--- src/rtl/sobel_pkg.sv ---
// rtl/sobel_pkg.sv - shared state encoding, window slot constants and slot index helpers
package sobel_pkg;

    typedef enum logic [3:0] {
        SEQ_IDLE      = 4'd0,
        SEQ_FULL_READ = 4'd1,
        SEQ_SHIFT     = 4'd2,
        SEQ_COL_READ  = 4'd3,
        SEQ_GRAD      = 4'd4,
        SEQ_WAIT_GRAD = 4'd5,
        SEQ_WRITE     = 4'd6,
        SEQ_NEXT      = 4'd7,
        SEQ_DONE      = 4'd8
    } seq_state_t;

    localparam int WIN_SIZE = 3;

    localparam logic [3:0] SLOT_TR   = 4'd2;
    localparam logic [3:0] SLOT_MR   = 4'd5;
    localparam logic [3:0] SLOT_BR   = 4'd8;
    localparam logic [3:0] SLOT_LAST = 4'd8;

    // window row of slot k (k / 3) without a divider
    function automatic logic [1:0] slot_row(input logic [3:0] k);
        if (k >= 4'(2 * WIN_SIZE)) return 2'd2;
        else if (k >= 4'(WIN_SIZE)) return 2'd1;
        else return 2'd0;
    endfunction

    // window column of slot k (k % 3) without a divider
    function automatic logic [1:0] slot_col(input logic [3:0] k);
        logic [3:0] rem;
        rem = k;
        if (rem >= 4'(2 * WIN_SIZE)) rem = rem - 4'(2 * WIN_SIZE);
        else if (rem >= 4'(WIN_SIZE)) rem = rem - 4'(WIN_SIZE);
        return 2'(rem);
    endfunction

endpackage

--- src/rtl/sobel_window_sequencer_if.sv ---
// rtl/sobel_window_sequencer_if.sv - memory, window buffer and gradient handshake bundle
interface sobel_window_sequencer_if #(parameter int ADDR_W = 19);
    logic              rd_req;
    logic [ADDR_W-1:0] rd_addr;
    logic              rd_ack;
    logic [3:0]        win_slot;
    logic              win_shift;
    logic              grad_start;
    logic              h_done;
    logic              v_done;
    logic              wr_req;
    logic [ADDR_W-1:0] wr_addr;
    logic              wr_zero;
    logic              wr_ack;

    modport master (
        output rd_req, rd_addr, win_slot, win_shift, grad_start, wr_req, wr_addr, wr_zero,
        input  rd_ack, h_done, v_done, wr_ack
    );

    modport slave (
        input  rd_req, rd_addr, win_slot, win_shift, grad_start, wr_req, wr_addr, wr_zero,
        output rd_ack, h_done, v_done, wr_ack
    );
endinterface

--- src/rtl/sobel_addr_gen.sv ---
// rtl/sobel_addr_gen.sv - centre counters and multiplier-free read/write addresses (SOBEL_SEQ_ZERO_BORDER_EN)
module sobel_addr_gen import sobel_pkg::*; #(
    parameter int IMG_W  = 640,
    parameter int ADDR_W = 19
) (
    input  logic              clk,
    input  logic              rst,
    input  logic              load,
    input  logic              adv,
    input  logic              wr_inc,
    input  logic [3:0]        k,
    output logic [ADDR_W-1:0] row,
    output logic [ADDR_W-1:0] col,
    output logic [ADDR_W-1:0] rd_addr,
    output logic [ADDR_W-1:0] wr_addr
);
    localparam logic [ADDR_W-1:0] W = ADDR_W'(IMG_W);
`ifdef SOBEL_SEQ_ZERO_BORDER_EN
    // centre walks the whole image; the window top row starts one row above row 0
    localparam logic [ADDR_W-1:0] C_FIRST    = '0;
    localparam logic [ADDR_W-1:0] C_LAST     = ADDR_W'(IMG_W - 1);
    localparam logic [ADDR_W-1:0] R_FIRST    = '0;
    localparam logic [ADDR_W-1:0] BASE_FIRST = ADDR_W'(0) - W;
`else
    localparam logic [ADDR_W-1:0] C_FIRST    = ADDR_W'(1);
    localparam logic [ADDR_W-1:0] C_LAST     = ADDR_W'(IMG_W - 2);
    localparam logic [ADDR_W-1:0] R_FIRST    = ADDR_W'(1);
    localparam logic [ADDR_W-1:0] BASE_FIRST = '0;
`endif

    logic [ADDR_W-1:0] row_base;
    logic [ADDR_W-1:0] row_off;
    logic [ADDR_W-1:0] wr_cnt;

    // raster walk of the centre; row_base tracks (row-1)*IMG_W by repeated addition
    always_ff @(posedge clk) begin
        if (rst) begin
            row      <= '0;
            col      <= '0;
            row_base <= '0;
            wr_cnt   <= '0;
        end else if (load) begin
            row      <= R_FIRST;
            col      <= C_FIRST;
            row_base <= BASE_FIRST;
            wr_cnt   <= '0;
        end else begin
            if (adv) begin
                if (col == C_LAST) begin
                    col      <= C_FIRST;
                    row      <= row + ADDR_W'(1);
                    row_base <= row_base + W;
                end else begin
                    col <= col + ADDR_W'(1);
                end
            end
            if (wr_inc) wr_cnt <= wr_cnt + ADDR_W'(1);
        end
    end

    // window row offset for slot k: 0, IMG_W or 2*IMG_W
    always_comb begin
        row_off = '0;
        case (slot_row(k))
            2'd1:    row_off = W;
            2'd2:    row_off = W + W;
            default: row_off = '0;
        endcase
    end

    assign rd_addr = row_base + row_off + col + ADDR_W'(slot_col(k)) - ADDR_W'(1);
    assign wr_addr = wr_cnt;
endmodule

--- src/rtl/sobel_window_sequencer.sv ---
// rtl/sobel_window_sequencer.sv - 3x3 Sobel window walk controller (SOBEL_SEQ_ZERO_BORDER_EN)
module sobel_window_sequencer import sobel_pkg::*; #(
    parameter int IMG_W  = 640,
    parameter int IMG_H  = 480,
    parameter int ADDR_W = $clog2(IMG_W * IMG_H)
) (
    input  logic                      clk,
    input  logic                      rst,
    input  logic                      start,
    output logic                      busy,
    output logic                      all_done,
    sobel_window_sequencer_if.master  bus
);
    localparam logic [3:0] IDLE      = 4'(SEQ_IDLE);
    localparam logic [3:0] FULL_READ = 4'(SEQ_FULL_READ);
    localparam logic [3:0] SHIFT     = 4'(SEQ_SHIFT);
    localparam logic [3:0] COL_READ  = 4'(SEQ_COL_READ);
    localparam logic [3:0] GRAD      = 4'(SEQ_GRAD);
    localparam logic [3:0] WAIT_GRAD = 4'(SEQ_WAIT_GRAD);
    localparam logic [3:0] WRITE     = 4'(SEQ_WRITE);
    localparam logic [3:0] NEXT      = 4'(SEQ_NEXT);
    localparam logic [3:0] DONE      = 4'(SEQ_DONE);

    localparam logic [ADDR_W-1:0] COL_END = ADDR_W'(IMG_W - 2);

    logic [3:0]        state;
    logic [3:0]        k;
    logic              h_seen, v_seen, grads_done;
    logic              rd_req_i, wr_req_i;
    logic [ADDR_W-1:0] row, col, rd_addr_raw, wr_addr_raw;

    sobel_addr_gen #(.IMG_W(IMG_W), .ADDR_W(ADDR_W)) u_addr_gen (
        .clk     (clk),
        .rst     (rst),
        .load    (state == IDLE && start),
        .adv     (state == NEXT),
        .wr_inc  (state == WRITE && bus.wr_ack),
        .k       (k),
        .row     (row),
        .col     (col),
        .rd_addr (rd_addr_raw),
        .wr_addr (wr_addr_raw)
    );

    // a completion pulse in the current cycle counts as if already latched
    assign grads_done = (h_seen | bus.h_done) & (v_seen | bus.v_done);

`ifdef SOBEL_SEQ_ZERO_BORDER_EN
    localparam logic [ADDR_W-1:0] EDGE_C = ADDR_W'(IMG_W - 1);
    localparam logic [ADDR_W-1:0] EDGE_R = ADDR_W'(IMG_H - 1);
    logic on_border, next_border, frame_end, row_entry;
    assign on_border   = (row == '0) || (row == EDGE_R) || (col == '0) || (col == EDGE_C);
    assign frame_end   = (col == EDGE_C) && (row == EDGE_R);
    // the pixel after (row,col) is a border pixel when it wraps, lands on the last column or stays on an edge row
    assign next_border = (col == EDGE_C) || (col == COL_END) || (row == '0) || (row == EDGE_R);
    assign row_entry   = (col == '0);
    assign bus.wr_zero = wr_req_i && on_border;
`else
    localparam logic [ADDR_W-1:0] ROW_END = ADDR_W'(IMG_H - 2);
    assign bus.wr_zero = 1'b0;
`endif

    assign rd_req_i       = (state == FULL_READ) || (state == COL_READ);
    assign wr_req_i       = (state == WRITE);
    assign bus.rd_req     = rd_req_i;
    assign bus.rd_addr    = rd_req_i ? rd_addr_raw : '0;
    assign bus.win_slot   = rd_req_i ? k : 4'd0;
    assign bus.win_shift  = (state == SHIFT);
    assign bus.grad_start = (state == GRAD);
    assign bus.wr_req     = wr_req_i;
    assign bus.wr_addr    = wr_req_i ? wr_addr_raw : '0;
    assign busy           = (state != IDLE);
    assign all_done       = (state == DONE);

    // window walk: fetch phases, gradient handshake, result write, advance
    always_ff @(posedge clk) begin
        if (rst) begin
            state  <= IDLE;
            k      <= 4'd0;
            h_seen <= 1'b0;
            v_seen <= 1'b0;
        end else begin
            case (state)
                IDLE: if (start) begin
                    k <= 4'd0;
`ifdef SOBEL_SEQ_ZERO_BORDER_EN
                    state <= WRITE;
`else
                    state <= FULL_READ;
`endif
                end
                FULL_READ: if (bus.rd_ack) begin
                    if (k == SLOT_LAST) state <= GRAD;
                    else k <= k + 4'd1;
                end
                SHIFT: begin
                    k     <= SLOT_TR;
                    state <= COL_READ;
                end
                COL_READ: if (bus.rd_ack) begin
                    if (k == SLOT_BR) state <= GRAD;
                    else k <= (k == SLOT_TR) ? SLOT_MR : SLOT_BR;
                end
                GRAD: begin
                    h_seen <= 1'b0;
                    v_seen <= 1'b0;
                    state  <= WAIT_GRAD;
                end
                WAIT_GRAD: begin
                    if (bus.h_done) h_seen <= 1'b1;
                    if (bus.v_done) v_seen <= 1'b1;
                    if (grads_done) state <= WRITE;
                end
                WRITE: if (bus.wr_ack) state <= NEXT;
                NEXT: begin
`ifdef SOBEL_SEQ_ZERO_BORDER_EN
                    if (frame_end) state <= DONE;
                    else if (next_border) state <= WRITE;
                    else if (row_entry) begin
                        k     <= 4'd0;
                        state <= FULL_READ;
                    end else state <= SHIFT;
`else
                    if (col != COL_END) state <= SHIFT;
                    else if (row != ROW_END) begin
                        k     <= 4'd0;
                        state <= FULL_READ;
                    end else state <= DONE;
`endif
                end
                DONE:    state <= IDLE;
                default: state <= IDLE;
            endcase
        end
    end
endmodule

--- src/flat_wrapper.sv ---
// flat-port wrapper written by rule: the top's interface ports become plain ports
module sobel_window_sequencer_flat import sobel_pkg::*;
#(
    parameter int IMG_W  = 640,
    parameter int IMG_H  = 480,
    parameter int ADDR_W = $clog2(IMG_W * IMG_H)
)
  (clk, rst, start, busy, all_done, bus_rd_req, bus_rd_addr, bus_win_slot, bus_win_shift, bus_grad_start, bus_wr_req, bus_wr_addr, bus_wr_zero, bus_rd_ack, bus_h_done, bus_v_done, bus_wr_ack);
  sobel_window_sequencer_if #(.ADDR_W(ADDR_W)) bus_i ();
  input  logic clk;
  input  logic rst;
  input  logic start;
  output logic busy;
  output logic all_done;
  output wire logic [$bits(bus_i.rd_req)-1:0] bus_rd_req;
  output wire logic [$bits(bus_i.rd_addr)-1:0] bus_rd_addr;
  output wire logic [$bits(bus_i.win_slot)-1:0] bus_win_slot;
  output wire logic [$bits(bus_i.win_shift)-1:0] bus_win_shift;
  output wire logic [$bits(bus_i.grad_start)-1:0] bus_grad_start;
  output wire logic [$bits(bus_i.wr_req)-1:0] bus_wr_req;
  output wire logic [$bits(bus_i.wr_addr)-1:0] bus_wr_addr;
  output wire logic [$bits(bus_i.wr_zero)-1:0] bus_wr_zero;
  input wire logic [$bits(bus_i.rd_ack)-1:0] bus_rd_ack;
  input wire logic [$bits(bus_i.h_done)-1:0] bus_h_done;
  input wire logic [$bits(bus_i.v_done)-1:0] bus_v_done;
  input wire logic [$bits(bus_i.wr_ack)-1:0] bus_wr_ack;
  assign bus_rd_req = bus_i.rd_req;
  assign bus_rd_addr = bus_i.rd_addr;
  assign bus_win_slot = bus_i.win_slot;
  assign bus_win_shift = bus_i.win_shift;
  assign bus_grad_start = bus_i.grad_start;
  assign bus_wr_req = bus_i.wr_req;
  assign bus_wr_addr = bus_i.wr_addr;
  assign bus_wr_zero = bus_i.wr_zero;
  assign bus_i.rd_ack = bus_rd_ack;
  assign bus_i.h_done = bus_h_done;
  assign bus_i.v_done = bus_v_done;
  assign bus_i.wr_ack = bus_wr_ack;
  sobel_window_sequencer #(.IMG_W(IMG_W), .IMG_H(IMG_H), .ADDR_W(ADDR_W)) u_core (.clk(clk), .rst(rst), .start(start), .busy(busy), .all_done(all_done), .bus(bus_i));
endmodule
--- config.mk ---
export PLATFORM = sky130hd
export DESIGN_NAME = sobel_window_sequencer_flat
export DESIGN_NICKNAME = d
export VERILOG_FILES = /design/src/rtl/sobel_pkg.sv /design/src/rtl/sobel_window_sequencer_if.sv /design/src/rtl/sobel_addr_gen.sv /design/src/rtl/sobel_window_sequencer.sv /design/src/flat_wrapper.sv
export SDC_FILE = /design/constraint.sdc
export NUM_CORES = 1
export LEC_CHECK = 0
export CAP_MARGIN = 20
export CORE_AREA = 2 2 137 152
export CTS_CLUSTER_SIZE = 30
export DETAILED_ROUTE_END_ITERATION = 8
export DIE_AREA = 0 0 139 154
export HOLD_SLACK_MARGIN = 0.03
export SLEW_MARGIN = 5
export SYNTH_ARGS = -nofsm -noshare
export SYNTH_HDL_FRONTEND = slang
export SYNTH_SLANG_ARGS = --single-unit
--- constraint.sdc ---
create_clock -name clk -period 4.27 [get_ports clk]
set_clock_uncertainty 0.05 [all_clocks]
set_input_delay 0.6405 -clock clk [delete_from_list [all_inputs] [get_ports clk]]
set_output_delay 0.6405 -clock clk [all_outputs]
set_load 0.03 [all_outputs]
== Word-level counts from Yosys, hierarchy flattened ==
Index checks and enable logic that the tools add are counted.

* Add/subtract/negate cells: 11
* $lt $le $gt $ge: 2
* Eq/ne operators: 28
* Multiplexer cells: 35
* Bitwise gates (word level): 3
* Reductions and logical operators: 17

{| class="wikitable"
|+ Operators by type and width
! cell !! count
|-
| 4-bit 2-to-1 mux || 16
|-
| 19-bit by 1-bit adder with 19-bit output (second input constant) || 3
|-
| 19-bit 2-to-1 mux || 3
|-
| 19-bit adder || 2
|-
| 4-bit case mux with 7 select lines || 1
|-
| 11-bit case mux with 2 select lines || 1
|-
| 4-bit case mux with 5 select lines || 1
|-
| 19-bit by 10-bit adder with 19-bit output (second input constant) || 1
|-
| 19-bit by 2-bit adder with 19-bit output || 1
|-
| 19-bit by 10-bit == test with 1-bit output (second input constant) || 1
|-
| 19-bit by 10-bit inequality test with 1-bit output (second input constant) || 1
|-
| 19-bit by 9-bit inequality test with 1-bit output (second input constant) || 1
|-
| 19-bit by 1-bit subtractor with 19-bit output (second input constant) || 1
|-
| 2-bit inequality test (second input constant) || 9
|-
| 4-bit by 3-bit == test with 1-bit output (second input constant) || 4
|-
| 4-bit by 2-bit == test with 1-bit output (second input constant) || 3
|-
| 4-bit == test (second input constant) || 2
|-
| 1-bit 2-to-1 mux || 8
|-
| 2-bit by 1-bit inequality test with 1-bit output (second input constant) || 4
|-
| 2-bit AND reduction || 4
|-
| 8-bit AND reduction || 1
|-
| 2-bit 2-to-1 mux || 3
|-
| 2-bit nonzero test || 3
|-
| 5-bit AND reduction || 1
|-
| 16 further kinds || 21
|}

* Bits in registers: 86
* Bits of input ports: 7
* Output and inout port bits: 49
* Word-level logic and storage cells: 106

== Longest topological paths before layout ==
* Depth in word-level cells: 10
* Gate-level depth with buffers: 18
* Mapped depth without buffers: 18

== Modules after synthesis ==
Synthesis repeated with hierarchy kept, for this count alone.

* Cells, all modules: 728
* Area total of the unflattened synthesis: 5858.1 µm²

{| class="wikitable"
|+ Modules (own cells, without submodules)
! module !! times used !! cells an instance !! area an instance (µm²)
|-
| sobel_addr_gen || 1 || 571 || 4707.0
|-
| sobel_window_sequencer || 1 || 157 || 1151.1
|}

== Worst setup path before layout ==
No wires, ideal clock.

* Path type: reg-to-output
* Start point: register u_core.k[0]
* End point: output bus_rd_addr[18]
* Arrival: 3.890 ns
* Data required time: 3.579 ns
* Setup slack: -0.310 ns
* Stages on the path, launching flop included: 19
* Cell sequence: dfxtp_1 inv_1 ha_1 o21a_1 nor2_1 o21ai_0 xnor2_1 ha_1 inv_1 ha_1 ha_1 inv_1 fa_1 nor2b_1 o2111ai_1 nor4bb_1 o21a_1 o31ai_1 mux2i_1

* Cells in the longest elaborated chain, start to end: 10
* Elaborated cells on any way between the ends: 16
* Those cells by class: add/sub: 6; order compare: 2; eq/ne: 2; mux: 6

{| class="wikitable"
|+ Ends and longest elaborated chain
! what !! RTL line !! text
|-
| start: declaration || sobel_window_sequencer.sv:27 || <nowiki>logic [3:0] k;</nowiki>
|-
| start signal: assignment || sobel_window_sequencer.sv:94 || <nowiki>else k <= k + 4'd1;</nowiki>
|-
| start signal: assignment || sobel_window_sequencer.sv:102 || <nowiki>else k <= (k == SLOT_TR) ? SLOT_MR : SLOT_BR;</nowiki>
|-
| 4-bit by 2-bit >= comparator with 1-bit output || sobel_pkg.sv:26, sobel_pkg.sv:35 ||
|-
| 1-bit 2-to-1 mux || sobel_pkg.sv:26 || <nowiki>else if (k >= 4'(WIN_SIZE)) return 2'd1;</nowiki>
|-
| 2-bit 2-to-1 mux || sobel_pkg.sv:25 || <nowiki>if (k >= 4'(2 * WIN_SIZE)) return 2'd2;</nowiki>
|-
| 2-bit == test / 2-bit by 1-bit == test with 1-bit output (equally long branches) || sobel_addr_gen.sv:64 || <nowiki>case (slot_row(k))</nowiki>
|-
| 11-bit case mux with 2 select lines || sobel_addr_gen.sv:64 ||
|-
| 19-bit adder (2 in series) || sobel_addr_gen.sv:71 || <nowiki>assign rd_addr = row_base + row_off + col + ADDR_W'(slot_col(k)) - ADDR_W'(1);</nowiki>
|-
| 19-bit by 2-bit adder with 19-bit output * || sobel_addr_gen.sv:71 ||
|-
| 19-bit by 1-bit subtractor with 19-bit output * || sobel_addr_gen.sv:71 ||
|-
| 19-bit 2-to-1 mux * || sobel_window_sequencer.sv:66 || <nowiki>assign bus.rd_addr = rd_req_i ? rd_addr_raw : '0;</nowiki>
|-
| end: declaration || flat_wrapper.sv:16 || <nowiki>output wire logic [$bits(bus_i.rd_addr)-1:0] bus_rd_addr;</nowiki>
|}

Mark *: on every way between the ends. The rest lies on a longest branch, timed or not.

== Worst setup path after layout ==
* Start point: register u_core.k[1]
* End point: output bus_rd_addr[18]

Same word-level chain as after synthesis.

==> out/qor.txt <==
Synth Area per Inst: 7.879 um2
hold-fix buffer count after cts: 0
placed cell areas: 6354 um2
row count: 54
crit path max fanout: 5
endpoint kind of the worst setup timing path: primary output
PnR worst setup slack: -0.2931 ns
Non-Filler Instances: 1,015
XOR/XNOR Fraction of Synth Area: 0.1169
CTS sink cnt: 79
Cells after DPL: 993
number of diodes: 0
first-pass GRT wire length: 21,490 um
H-tree levels: 3
largest family of logic cells by synthesized area: simple AND/OR/NAND/NOR gates
Yosys cell types: 54
dpl hpwl: 9172 um
final core utilization: 0.3515
critical-path cell list: buf_6 -> ha_4 -> o21a_1 -> nor2_2 -> o21ai_2 -> xnor2_2 -> ha_2 -> inv_2 -> ha_4 -> ha_4 -> inv_2 -> fa_2 -> nor2b_4 -> o2111ai_2 -> nor4bb_4 -> o21a_2 -> o31ai_4 -> mux2i_2 -> buf_12
CTS Buffer Depth: 2
die area: 21,410 um2
Hold Slack: 0.4411 ns
endpoints failing setup: 5
die width: 139 um
VDD IR-drop max: 0.3644 mV
CTS root buf: clkbuf_16
drt wl/cell: 12.63 um
Min-Delay Path Class: reg -> reg
Worst slew margin: 0.5490
Leak: 2.726 nW
mapped cell area: 5468 um2
Cells on Worst Hold Path: 2
final worst path period share: 1.069
sequential share of the synthesized area: 0.2892
CP Depth: 19
vias per cell: 4.644
Yosys Warn Count: 0
Synth async-reset ratio: 0
kind of critical path: reg -> out
reg2reg start: u_core.state[1]
Worst Path Arrival: 3.87 ns
Post-Syn Instances: 694
total wire length: 12,820 um
drt pass-1 iters: 5
fmax: 219.2 MHz
setup_tns: -0.7218 ns
Placer Congestion: 0.8030
min cycle time layout: 4.563 ns
peak per-stage delay on the critical path: 0.36 ns
CTS buffer count: 9
initial core utilization: 0.2771
Worst Min Path Start: u_core.u_addr_gen.row_base[8]
Mapped Nets: 761
antenna violations before repair: 0
Clock Pin Slew Worst Setup and Hold Paths: 0.06 ns
Worst Tran Pin Value: 0.6765 ns
Overflow after GRT: 0
synthesized flop and latch total: 79
violated checks: negative setup slack
CTS tree: yes
hold endpoint: u_core.u_addr_gen.row_base[8]
mux cell area share after synthesis: 0.005492
fin. max-slew vios: 0
final hold viol count: 0
maxcap violations: 0
CP dominant cell by count: ha_4
Initial DRC Count: 175
Vias: 4,714
cell area power density: 450.2 nW/um2
Post-synth EDFFs: 0
post-synthesis simple-gate area fraction: 0.2892
slowest CP cell: fa_2
unrepaired setup endpoints after global routing: yes
R2R setup slack: 1.45 ns
Reg-to-Reg End: u_core.u_addr_gen.wr_addr[15]
Worst Reg-to-Reg Cells: 6
Adder-Cell Fraction of Synth Area: 0.1442
DRT antenna net count: 0
nets: 826
Req. time, crit path: 3.58 ns
clock latency on the worst-skew pair: 0.34 ns
share of layout cells above drive strength 1: 0.1311
DRC viols: 0
cell family with most CP delay: adder cells
All-Layer GR Usage: 0.1208
compound-cell area share of the yosys netlist: 0.08970
Port Buffers: 54
Worst Path Buf+Inv: 4
Design Area, Final: 6934 um2
largest net degree at the start of global routing: 51
vias in the first global route: 4,488
Setup crit start kind: flip-flop
Die H: 154 um
Main synth FF type: dfxtp_1
core box area: 19,730 um2
Layout area overhead: 26.82%
boundary pin count: 56
status: complete, but fails checks
[flip-flops by register name, indices dropped and copies added, names as in the netlist]
name	cells
u_core.v_seen	1
u_core.u_addr_gen.wr_addr	19
u_core.u_addr_gen.row	19
u_core.u_addr_gen.col	19
u_core.state	4
u_core.k	4
u_core.u_addr_gen.row_base	12
u_core.h_seen	1
[final cells by class]
type                    count  area, um2
clock inverters             3      42.54
inverters                  65      246.5
fillers                  2083      12790
flip-flops and latches     79       1584
repair buffers             79      715.7
multi-input cells         525       3774
clock buffers              12      256.5
well taps                 252      315.3
[through the flow]
stage / total power, mW / setup WS [ns]
CTS: 3.098 / -0.2836
detailed placement: 2.158 / -0.2265
global placement: 2.149 / -0.1798
finish: 3.122 / -0.2931
floorplan: 1.706 / -0.03478
global route: 3.335 / -0.4809
[power breakdown]
group | internal, mW | switching [mW] | total (mW)
registers | 0.765 | 0.0583 | 0.824
clock network | 0.480 | 0.297 | 0.778
logic | 0.684 | 0.837 | 1.52
[worst max-delay path by stage]
| stage | from | to | slack, ns |
|---|---|---|---|
| floorplan | u_core.k[0] | bus_rd_addr[18] | -0.03 |
| global placement | u_core.k[0] | bus_rd_addr[18] | -0.18 |
| detailed placement | u_core.k[0] | bus_rd_addr[18] | -0.23 |
| CTS | u_core.k[1] | bus_rd_addr[18] | -0.28 |
| global route | u_core.k[1] | bus_rd_addr[18] | -0.48 |
| finish | u_core.k[1] | bus_rd_addr[18] | -0.29 |
[synthesized netlist by cell type, types with 2 or more instances]
master | n | area share
and3_1 | 7 | 0.0080
o31ai_1 | 3 | 0.0041
dfxtp_1 | 79 | 0.29
nand2_1 | 36 | 0.025
nor2b_1 | 4 | 0.0046
nor4_1 | 10 | 0.011
nand4b_1 | 3 | 0.0048
nand2b_1 | 7 | 0.0080
nor3b_1 | 3 | 0.0041
and4_1 | 3 | 0.0048
o21ai_0 | 23 | 0.021
xnor2_1 | 40 | 0.064
nand3_1 | 33 | 0.030
or3_1 | 9 | 0.010
o21a_1 | 3 | 0.0041
a31oi_1 | 3 | 0.0034
a21oi_1 | 32 | 0.029
nor3_1 | 19 | 0.017
fa_1 | 5 | 0.018
o22a_1 | 2 | 0.0032
and2_1 | 29 | 0.033
a21o_1 | 5 | 0.0069
mux2i_1 | 3 | 0.0055
a211o_1 | 2 | 0.0032
o221ai_1 | 2 | 0.0032
nor4b_1 | 2 | 0.0032
or4_1 | 4 | 0.0055
or2_2 | 4 | 0.0046
buf_2 | 2 | 0.0018
clkbuf_1 | 19 | 0.013
inv_1 | 65 | 0.045
ha_1 | 55 | 0.13
nor2_1 | 102 | 0.070
and3b_1 | 2 | 0.0032
xor2_1 | 33 | 0.053
nand4_1 | 19 | 0.022
a211oi_1 | 5 | 0.0069
[routing by layer]
metal / wire length [um] / up-vias / GRT usage
li1: - / 2479 / -
met1: 6251 / 2149 / 0.1542
met2: 5968 / 70 / 0.2041
met3: 355 / 16 / 0.02211
met4: 248 / 0 / 0.04377
met5: 0 / - / 0
[logic make-up after synthesis]
logic type,after synthesis
simple gates,305
buf+inv,90
compound gates,83
flops,79
xor+xnor,73
fa+ha+maj,60
mux,3
other cells,1
[tightest hold or removal path, stage by stage (launching register included)]
cell     delay (ns)
dfxtp_1        0.33
nand2_1        0.06
a21oi_1        0.05
[layout by cell type (no fill, tap or decap), types with 17 or more instances in the layout]
cell             Yosys  final
dfxtp_1             79     77
nand2_1             36     36
buf_4                1     34
xnor2_1             40     39
a21oi_1             32     29
nand4_1             19     19
xor2_1              33     33
nor3_1              19     19
clkdlybuf4s50_1      0     40
nand3_1             33     33
ha_1                55     46
o21ai_0             23     17
and2_1              29     29
nor2_1             102    100
inv_1               65     60
[repair_timing]
action	4_1_cts	5_1_grt
gates resized for setup	39	16
setup endpoints to repair	10	13
hold endpoints to repair	0	0
buffers inserted	3	4
pin swaps	13	13
Power figures use the tool's default switching activity.
